File: src/rtl/pattern_sequencer.sv
// Step sequencer driving one tone-generator voice from a small writable pattern memory.
// Optional `define PATTERN_SEQ_GATE_GAP_EN inserts a one-tick gate-low GAP between steps.
module pattern_sequencer #(
    parameter int FREQ_BITS = 16,
    parameter int ADDR_BITS = 4,
    parameter int DUR_BITS  = 8,
    parameter int DIV_BITS  = 16
) (
    input  logic                 clk,
    input  logic                 rst,
    input  logic                 wr_en,
    input  logic [ADDR_BITS-1:0] wr_addr,
    input  logic [FREQ_BITS-1:0] wr_freq,
    input  logic [3:0]           wr_wave,
    input  logic [DUR_BITS-1:0]  wr_dur,
    input  logic                 start,
    input  logic                 stop,
    input  logic                 loop_en,
    input  logic [ADDR_BITS-1:0] last_step,
    input  logic [DIV_BITS-1:0]  tick_div,
    output logic [FREQ_BITS-1:0] tone_freq,
    output logic                 en_noise,
    output logic                 en_pulse,
    output logic                 en_triangle,
    output logic                 en_saw,
    output logic                 gate,
    output logic [ADDR_BITS-1:0] step_idx,
    output logic                 busy,
    output logic                 done
);

    localparam int DEPTH = 1 << ADDR_BITS;

`ifdef PATTERN_SEQ_GATE_GAP_EN
    typedef enum logic [2:0] {S_IDLE = 3'd0, S_LOAD = 3'd1, S_PLAY = 3'd2,
                              S_GAP = 3'd3, S_DONE = 3'd4} state_t;
`else
    typedef enum logic [2:0] {S_IDLE = 3'd0, S_LOAD = 3'd1, S_PLAY = 3'd2,
                              S_DONE = 3'd4} state_t;
`endif

    state_t r_state, w_next;

    logic [FREQ_BITS-1:0] r_mem_freq [DEPTH];
    logic [3:0]           r_mem_wave [DEPTH];
    logic [DUR_BITS-1:0]  r_mem_dur  [DEPTH];

    logic [ADDR_BITS-1:0] r_step, r_last;
    logic [DIV_BITS-1:0]  r_presc;
    logic [DUR_BITS-1:0]  r_remain;
    logic [FREQ_BITS-1:0] r_freq;
    logic [3:0]           r_wave;
    logic                 r_gate;

    logic                 w_tick, w_step_end, w_at_last, w_rest;
    logic [DUR_BITS-1:0]  w_cur_dur;

    assign w_cur_dur  = r_mem_dur[r_step];
    assign w_rest     = (w_cur_dur == '0);
    assign w_tick     = (r_presc == tick_div);
    assign w_step_end = (r_state == S_PLAY) && w_tick && (r_remain == DUR_BITS'(1));
    assign w_at_last  = (r_step == r_last);

    // Pattern memory has no reset; writes are accepted in every state.
    always_ff @(posedge clk) begin
        if (wr_en) begin
            r_mem_freq[wr_addr] <= wr_freq;
            r_mem_wave[wr_addr] <= wr_wave;
            r_mem_dur[wr_addr]  <= wr_dur;
        end
    end

    always_ff @(posedge clk or negedge rst) begin
        if (!rst) r_state <= S_IDLE;
        else      r_state <= w_next;
    end

    always_comb begin
        w_next = r_state;
        case (r_state)
            S_IDLE: if (start) w_next = S_LOAD;
            S_LOAD: w_next = S_PLAY;
            S_PLAY: begin
                if (w_step_end) begin
                    if (!w_at_last || loop_en) begin
`ifdef PATTERN_SEQ_GATE_GAP_EN
                        w_next = S_GAP;
`else
                        w_next = S_LOAD;
`endif
                    end else begin
                        w_next = S_DONE;
                    end
                end
            end
`ifdef PATTERN_SEQ_GATE_GAP_EN
            S_GAP:  if (w_tick) w_next = S_LOAD;
`endif
            S_DONE: w_next = S_IDLE;
            default: w_next = S_IDLE;
        endcase
        // stop overrides everything, including a simultaneous start in IDLE
        if (stop) w_next = S_IDLE;
    end

    always_ff @(posedge clk or negedge rst) begin
        if (!rst) begin
            r_step   <= '0;
            r_last   <= '0;
            r_presc  <= '0;
            r_remain <= '0;
            r_freq   <= '0;
            r_wave   <= '0;
            r_gate   <= 1'b0;
        end else if (stop && r_state != S_IDLE) begin
            r_step <= '0;
            r_freq <= '0;
            r_wave <= '0;
            r_gate <= 1'b0;
        end else begin
            case (r_state)
                S_IDLE: begin
                    if (start && !stop) begin
                        r_step <= '0;
                        r_last <= last_step;
                    end
                end
                S_LOAD: begin
                    r_freq   <= w_rest ? '0 : r_mem_freq[r_step];
                    r_wave   <= w_rest ? '0 : r_mem_wave[r_step];
                    r_gate   <= !w_rest;
                    r_remain <= w_rest ? DUR_BITS'(1) : w_cur_dur;
                    r_presc  <= '0;
                end
                S_PLAY: begin
                    r_presc <= w_tick ? '0 : r_presc + 1'b1;
                    if (w_tick) r_remain <= r_remain - 1'b1;
                    if (w_step_end) begin
                        if (!w_at_last) begin
                            r_step <= r_step + 1'b1;
                        end else if (loop_en) begin
                            r_step <= '0;
                        end else begin
                            r_step <= '0;
                            r_freq <= '0;
                            r_wave <= '0;
                            r_gate <= 1'b0;
                        end
                    end
                end
`ifdef PATTERN_SEQ_GATE_GAP_EN
                S_GAP: r_presc <= w_tick ? '0 : r_presc + 1'b1;
`endif
                default: ;
            endcase
        end
    end

    assign tone_freq   = r_freq;
    assign en_noise    = r_wave[3];
    assign en_pulse    = r_wave[2];
    assign en_triangle = r_wave[1];
    assign en_saw      = r_wave[0];
    assign step_idx    = r_step;
    assign busy        = (r_state != S_IDLE);
    assign done        = (r_state == S_DONE);
`ifdef PATTERN_SEQ_GATE_GAP_EN
    // Only the gate drops in GAP; the held step values stay on the other outputs.
    assign gate        = r_gate && (r_state != S_GAP);
`else
    assign gate        = r_gate;
`endif

endmodule
File: config.mk
export PLATFORM = sky130hd
export DESIGN_NAME = pattern_sequencer
export DESIGN_NICKNAME = d
export VERILOG_FILES = /design/src/rtl/pattern_sequencer.sv
export SDC_FILE = /design/constraint.sdc
export NUM_CORES = 1
export LEC_CHECK = 0
export CAP_MARGIN = 15
export CORE_ASPECT_RATIO = 0.6
export CORE_MARGIN = 2
export CORE_UTILIZATION = 31
export DETAILED_ROUTE_END_ITERATION = 7
export GPL_ROUTABILITY_DRIVEN = 0
export GPL_TIMING_DRIVEN = 0
export REMOVE_ABC_BUFFERS = 1
export SETUP_SLACK_MARGIN = 0.05
export SYNTH_ARGS = -nofsm -noshare
export SYNTH_HDL_FRONTEND = slang
export SYNTH_SLANG_ARGS = --single-unit
File: constraint.sdc
create_clock -name clk -period 4.8 [get_ports clk]
set_input_delay 0.72 -clock clk [delete_from_list [all_inputs] [get_ports clk]]
set_output_delay 0.72 -clock clk [all_outputs]
set_load 0.1 [all_outputs]
==> results.py, run 1 <==
metrics = {
    "run_status": {
        "status": "completed",
    },
    "floorplanning": {
        "fp.dieW_um": 332,
        "initial_core_util": 0.312,
        "num_rows": 72,
        "dieHeight_um": 201,
        "io_pins": 85,
        "core_um2": 64100,
        "dieArea_um2": 66700,
    },
    "timing": {
        "worst_slew_pin_slew_ns": 1.09,
        "setup_viol": 0,
        "setup_tns_ns": 0,
        "fin_ws_ns": 0.877,
        "finClkSkew_ns": 0.0452,
        "finalHoldViolations": 0,
        "finalCriticalPeriod_ns": 3.92,
        "slew_headroom": 0.271,
        "fmax_ghz": 0.255,
        "rsz0062_at_grt": "false",
        "fin_crit_sh": 0.817,
        "drv_slew": 0,
    },
    "clock_tree": {
        "path_clk_slew_ns": 0.08,
        "clockBufferDepth": 3,
        "cts-root-buf": "clkbuf_16",
        "cts_hold_buf": 0,
        "post_cts_buffers": 0,
        "htreeDepth": 2,
        "numCtsBuffers": 48,
        "cts_tree": "done",
        "cts_resized": 0,
        "cts_sinks": 504,
        "worstSkewPairLatency_ns": 0.58,
    },
    "detailed_routing": {
        "vias": 10000,
        "drc": 0,
        "wl_um": 45600,
        "wire_per_inst_um": 22.5,
        "maxUsedRoutingLayer": "met5",
        "ant_nets": 0,
        "wl_met2_um": 21200,
        "wl_met3_um": 2830,
        "dr.pass1.iters": 5,
        "drt-initial-drc-count": 1086,
        "wl_met1_um": 20800,
        "via_per_inst": 4.93,
    },
    "cells_and_area": {
        "num-fill-cells": 5831,
        "finalNonFillerCells": 2031,
        "final_layout_size_suffix_gt1_frac": 0.240,
        "syn_to_final_growth_pct": 19.4,
        "nets": 1202,
        "final_util": 0.373,
    },
    "grt": {
        "track_usage": 0.137,
        "grt_overflow": 0,
        "grt_max_degree": 49,
        "grt_pass1_vias": 10300,
        "grt_pass1_wl_um": 68600,
        "antenna_found_initial": 3,
    },
    "synthesis": {
        "yosys_most_used_dff": "edfxtp_1",
        "synth.most_common_cell": "edfxtp_1",
        "synth-seq-cells": 504,
        "synth_compound_area_frac": 0.0382,
        "async_reset_ff_frac": 0.111,
        "synth_top_family_by_area": "multiplexers",
        "syn-cell-area_um2": 20000,
        "synth_area_leaders": "edfxtp_1 (67%), mux4_2 (13%), dfrtp_1 (7.0%), xor2_1 (1.0%), o21ai_0 (0.92%)",
        "synthCells": 1016,
        "synth_commonest_cells": "edfxtp_1 (448), mux4_2 (120), dfrtp_1 (56)",
        "synth_edf_count": 448,
        "synth.distinct_cells": 54,
        "synthAdderAreaFrac": 0.00250,
        "synth_xor_xnor_area_share": 0.0114,
        "yosys.area_share.simple": 0.0375,
        "yosysTopAreaCell": "edfxtp_1",
        "seq_area_frac_synth": 0.742,
        "yosys.area.top_type_share": 0.672,
        "avgSynthCellArea_um2": 19.7,
        "synthMuxAreaShare": 0.149,
        "yosys_warnings": 0,
    },
    "power_and_ir_drop": {
        "powerDensity_nw_per_um2": 401,
        "seq_power_share": 0.523,
        "p_leak_nw": 7.60,
        "p_sw_frac": 0.234,
        "comb_power_share": 0.093,
        "p_switching_mw": 2.25,
        "cell_internal_pwr_mw": 7.35,
        "p_clk_frac": 0.384,
        "peakVddDrop_v": 0.000234,
    },
    "critical_path": {
        "critPathLaunchType": "flip-flop",
        "crit_type": "flip-flop to primary output",
        "cp.required_ns": 4.08,
        "timing.rr.start": "step_idx[0]",
        "rr_worst_depth": 7,
        "crit_arrival_ns": 3.20,
        "r2r_slack_ns": 1.11,
        "worstReg2RegEnd": "r_wave[3]",
        "cp_max_fo": 45,
        "critPathCaptureType": "primary output",
    },
    "place": {
        "dpl.hpwl_um": 27700,
        "io_buffers": 84,
        "placedCellCount": 1940,
        "detailedPlace.worstSlack_ns": 0.973,
    },
    "flow_run": {
        "drv_cap": 0,
    },
    "min_path": {
        "min_path_type": "input port to asynchronous set/reset pin",
    },
}
power groups by stage:
stage	Combinational (mW)	Clock [mW]	Sequential, mW
CTS	0.905	3.77	5.03
floorplan	0.375	0	5.33
global placement	0.854	0	5.15
finish	0.891	3.69	5.02
global route	0.958	3.95	5.04
detailed placement	0.904	0	5.12
worst max path at each step:
stage,start,cells after the start,slack (ns),to
floorplan,step_idx[0],6,-2.48,r_wave[3]
CTS,step_idx[0],2,0.78,step_idx[0]
detailed placement,step_idx[0],7,0.97,r_wave[3]
global route,step_idx[0],2,0.69,step_idx[0]
global placement,step_idx[0],7,-5.26,gate
finish,step_idx[0],2,0.88,step_idx[0]
stage by stage:
stage / cell area [um^2] / hold slack, ns / power [mW]
after floorplan: 19700 / 0.424 / 5.70
after global placement: 21600 / 0.466 / 6.01
after detailed placement: 22400 / 0.463 / 6.02
after CTS: 23900 / 0.0216 / 9.70
after global routing: 23900 / 0.0333 / 9.95
final: 23900 / 0.0252 / 9.60
per-layer routing:
| layer | vias to the layer above | GRT usage |
|---|---|---|
| met1 | 5335 | 0.199 |
| li1 | 4374 | - |
| met3 | 63 | 0.0333 |
| met4 | 2 | 0.0278 |
| met2 | 246 | 0.212 |
| met5 | - | 0 |
placed cells by master, fill, tap and decap left out, types with 13 or more instances in the layout:
cell             count
a21oi_1             14
buf_12              13
buf_6               15
clkbuf_16           50
clkdlybuf4s50_1     83
dfrtp_1             52
edfxtp_1           448
inv_1               23
mux2i_1             16
mux4_2             120
nand2_1             44
nand3_1             18
nor2_1              34
o21ai_0             37
o21ai_2             19
xor2_1              24
cell type report:
type	count	area [um^2]	share of cell area
Inverter	26	97.6	0.00408
Clock buffer	67	1370	0.0571
Clock inverter	22	166	0.00696
Timing Repair Buffer	119	1440	0.0602
Tap cell	851	1060	0.0445
Antenna cell	1	2.50	0.000105
Multi-Input combinational cell	441	4910	0.205
Sequential cell	504	14900	0.622
state kept, by name, summed over array words and instances, names as in the netlist:
register	flops
r_remain	8
r_mem_freq	256
r_state	3
r_wave	4
r_presc	16
tone_freq	16
step_idx	4
r_last	4
r_mem_wave	64
r_mem_dur	128
gate	1
critical path, cell delays in order (launching register included):
cell and delay, ns:
dfrtp_4 1.00, buf_16 0.37, clkdlybuf4s50_1 1.22
kinds of logic (layout without fill, tap and decap cells):
family / Yosys count / count (layout)
AO/OA/AOI/OAI: 108 / 108
XOR/XNOR: 26 / 26
adder cells (fa/ha/maj): 4 / 4
buffers and inverters: 71 / 234
flip-flops: 504 / 504
multiplexers: 146 / 146
other: 0 / 1
AND/OR/NAND/NOR: 157 / 157
No activity file was read; power rests on OpenSTA's default activity.
==> run 2, diff against run 1 <==
Clock period 4.8 ns to 3.26 ns, I/O delays scaled along.
==> results.py, run 2 (synthesis results as in run 1) <==
metrics = {
    "timing": {
        "setup_tns_ns": 0,
        "fin_crit_sh": 0.937,
        "drv_slew": 0,
        "finalCriticalPeriod_ns": 3.06,
        "rsz0062_at_grt": "false",
        "setup_viol": 0,
        "finClkSkew_ns": 0.0435,
        "fmax_ghz": 0.327,
        "fin_ws_ns": 0.204,
        "finalHoldViolations": 0,
        "slew_headroom": 0.272,
        "worst_slew_pin_slew_ns": 1.09,
    },
    "critical_path": {
        "critPathSlowestCell": "dfrtp_4",
        "crit_arrival_ns": 3.48,
        "timing.rr.start": "step_idx[2]",
        "cpPeakStageDelay_ns": 0.73,
        "crit_type": "flip-flop to flip-flop",
        "cp-startpoint": "step_idx[2]",
        "r2r_slack_ns": 0.20,
        "crit_path_end": "tone_freq[15]",
        "worstReg2RegEnd": "tone_freq[15]",
        "cp_max_fo": 25,
        "critPathLaunchType": "flip-flop",
        "crit_path_cell_trace": "nor2b_2, a221oi_1, o21ai_0, nand4_1, nor4_4, or2_4, buf_12, o21ai_2",
        "cp.required_ns": 3.69,
        "critPathCaptureType": "flip-flop",
        "rr_worst_depth": 8,
    },
    "place": {
        "io_buffers": 84,
        "placedCellCount": 1940,
        "detailedPlace.worstSlack_ns": -0.567,
        "dpl.hpwl_um": 27700,
        "placedInstanceArea_um2": 22400,
    },
    "flow_run": {
        "drv_cap": 0,
    },
    "clock_tree": {
        "clockBufferDepth": 3,
        "numCtsBuffers": 48,
        "path_clk_slew_ns": 0.07,
        "cts_sinks": 504,
        "worstSkewPairLatency_ns": 0.58,
        "htreeDepth": 2,
        "cts_tree": "done",
        "cts-root-buf": "clkbuf_16",
    },
    "grt": {
        "grt_max_degree": 46,
        "antenna_found_initial": 3,
        "grt_pass1_wl_um": 70000,
        "grt_overflow": 0,
        "track_usage": 0.141,
        "grt_pass1_vias": 10400,
    },
    "detailed_routing": {
        "wire_per_inst_um": 22.9,
        "dr.pass1.iters": 5,
        "vias": 10100,
        "ant_nets": 0,
        "wl_um": 46800,
        "via_per_inst": 4.95,
        "drc": 0,
        "drt-initial-drc-count": 1055,
    },
    "power_and_ir_drop": {
        "p_clk_frac": 0.383,
        "p_switching_mw": 3.33,
        "fin_total_pwr_mw": 14.2,
        "comb_power_share": 0.097,
        "p_sw_frac": 0.235,
        "powerDensity_nw_per_um2": 588,
        "peakVddDrop_v": 0.000344,
        "seq_power_share": 0.520,
        "p_leak_nw": 7.73,
        "cell_internal_pwr_mw": 10.9,
    },
    "cells_and_area": {
        "largest_reg_flops": 256,
        "fin_area_um2": 24100,
        "final_layout_size_suffix_gt1_frac": 0.251,
        "final_cell_mix": "edfxtp_1 (448), mux4_2 (120), clkdlybuf4s50_1 (81)",
        "final_common_cell": "edfxtp_1",
        "syn_to_final_growth_pct": 20.6,
        "finalNonFillerCells": 2045,
        "regMostFlops": "r_mem_freq",
        "nets": 1216,
        "largestRegisters": "r_mem_freq: 256 flops, r_mem_dur: 128 flops, r_mem_wave: 64 flops",
    },
    "min_path": {
        "min_path_type": "input port to asynchronous set/reset pin",
    },
    "floorplanning": {
        "num_rows": 72,
        "dieHeight_um": 201,
        "initial_core_util": 0.312,
        "fp.dieW_um": 332,
        "core_um2": 64100,
        "dieArea_um2": 66700,
        "io_pins": 85,
    },
    "run_status": {
        "status": "completed",
    },
}
[run 2: changes by cell type in the layout (fill, tap and decap cells not counted), sizes merged]
cell,delta
dlygate4sd3,+1
dlygate4sd2,+2
buf,+12
clkdlybuf4s50,-2
or2,+1
[run 2: how the worst min path moves through the flow]
stage                             from            end  slack [ns]
after floorplan                    rst           gate        0.19
after global placement    tone_freq[5]   tone_freq[5]        0.47
after detailed placement           rst  tone_freq[14]        0.40
after CTS                          rst      r_wave[0]        0.35
after global routing               rst      r_wave[0]        0.38
final                              rst      r_wave[0]        0.35
[run 2: timing repair]
action / in CTS / in global routing
endpoints found under the setup margin: 25 / 20
gates resized for setup: 5 / 2
hold endpoints to repair: 12 / 0
buffers inserted: 12 / 0
cloned: 1 / 0
pin swaps: 2 / 0
hold buffers: 1 / 0
[run 2: final cells by class]
type	count	area (um^2)
inverters	26	97.6
well taps	851	1060
clock buffers	67	1370
multi-input cells	442	4940
diodes	1	2.50
fillers	5815	40000
repair buffers	132	1650
clock inverters	22	166
flip-flops and latches	504	14900
[run 2: stage by stage]
step | hold slack [ns] | utilization
2_1_floorplan | 0.193 | -
3_3_place_gp | 0.466 | 0.337
3_5_place_dp | 0.403 | 0.349
4_1_cts | 0.350 | 0.376
5_1_grt | 0.377 | 0.376
6_report | 0.351 | 0.376
[run 2: power by group through the flow]
stage	clock [mW]	combinational (mW)	sequential [mW]
final	5.43	1.38	7.38
after global routing	5.82	1.48	7.40
after CTS	5.55	1.40	7.38
after detailed placement	0	1.33	7.53
after global placement	0	1.26	7.59
after floorplan	0	0.552	7.84
[run 2: routing by layer]
metal  up-vias  share of wire  global-route usage  wire [um]
met5         -        0.00019                   0          9
met1      5409           0.46               0.204      21300
li1       4404              -                   -          -
met2       247           0.47               0.218      21800
met4         2          0.016              0.0278        733
met3        60          0.062              0.0336       2910
[run 2: worst max-delay path: cells and delay by family, from the launching register on]
kind,cells,cell delay [ns]
buffers and inverters,1,0.14
and+or+nand+nor,4,1.47
DFF,1,0.73
AOI/OAI and AO/OA,3,0.58
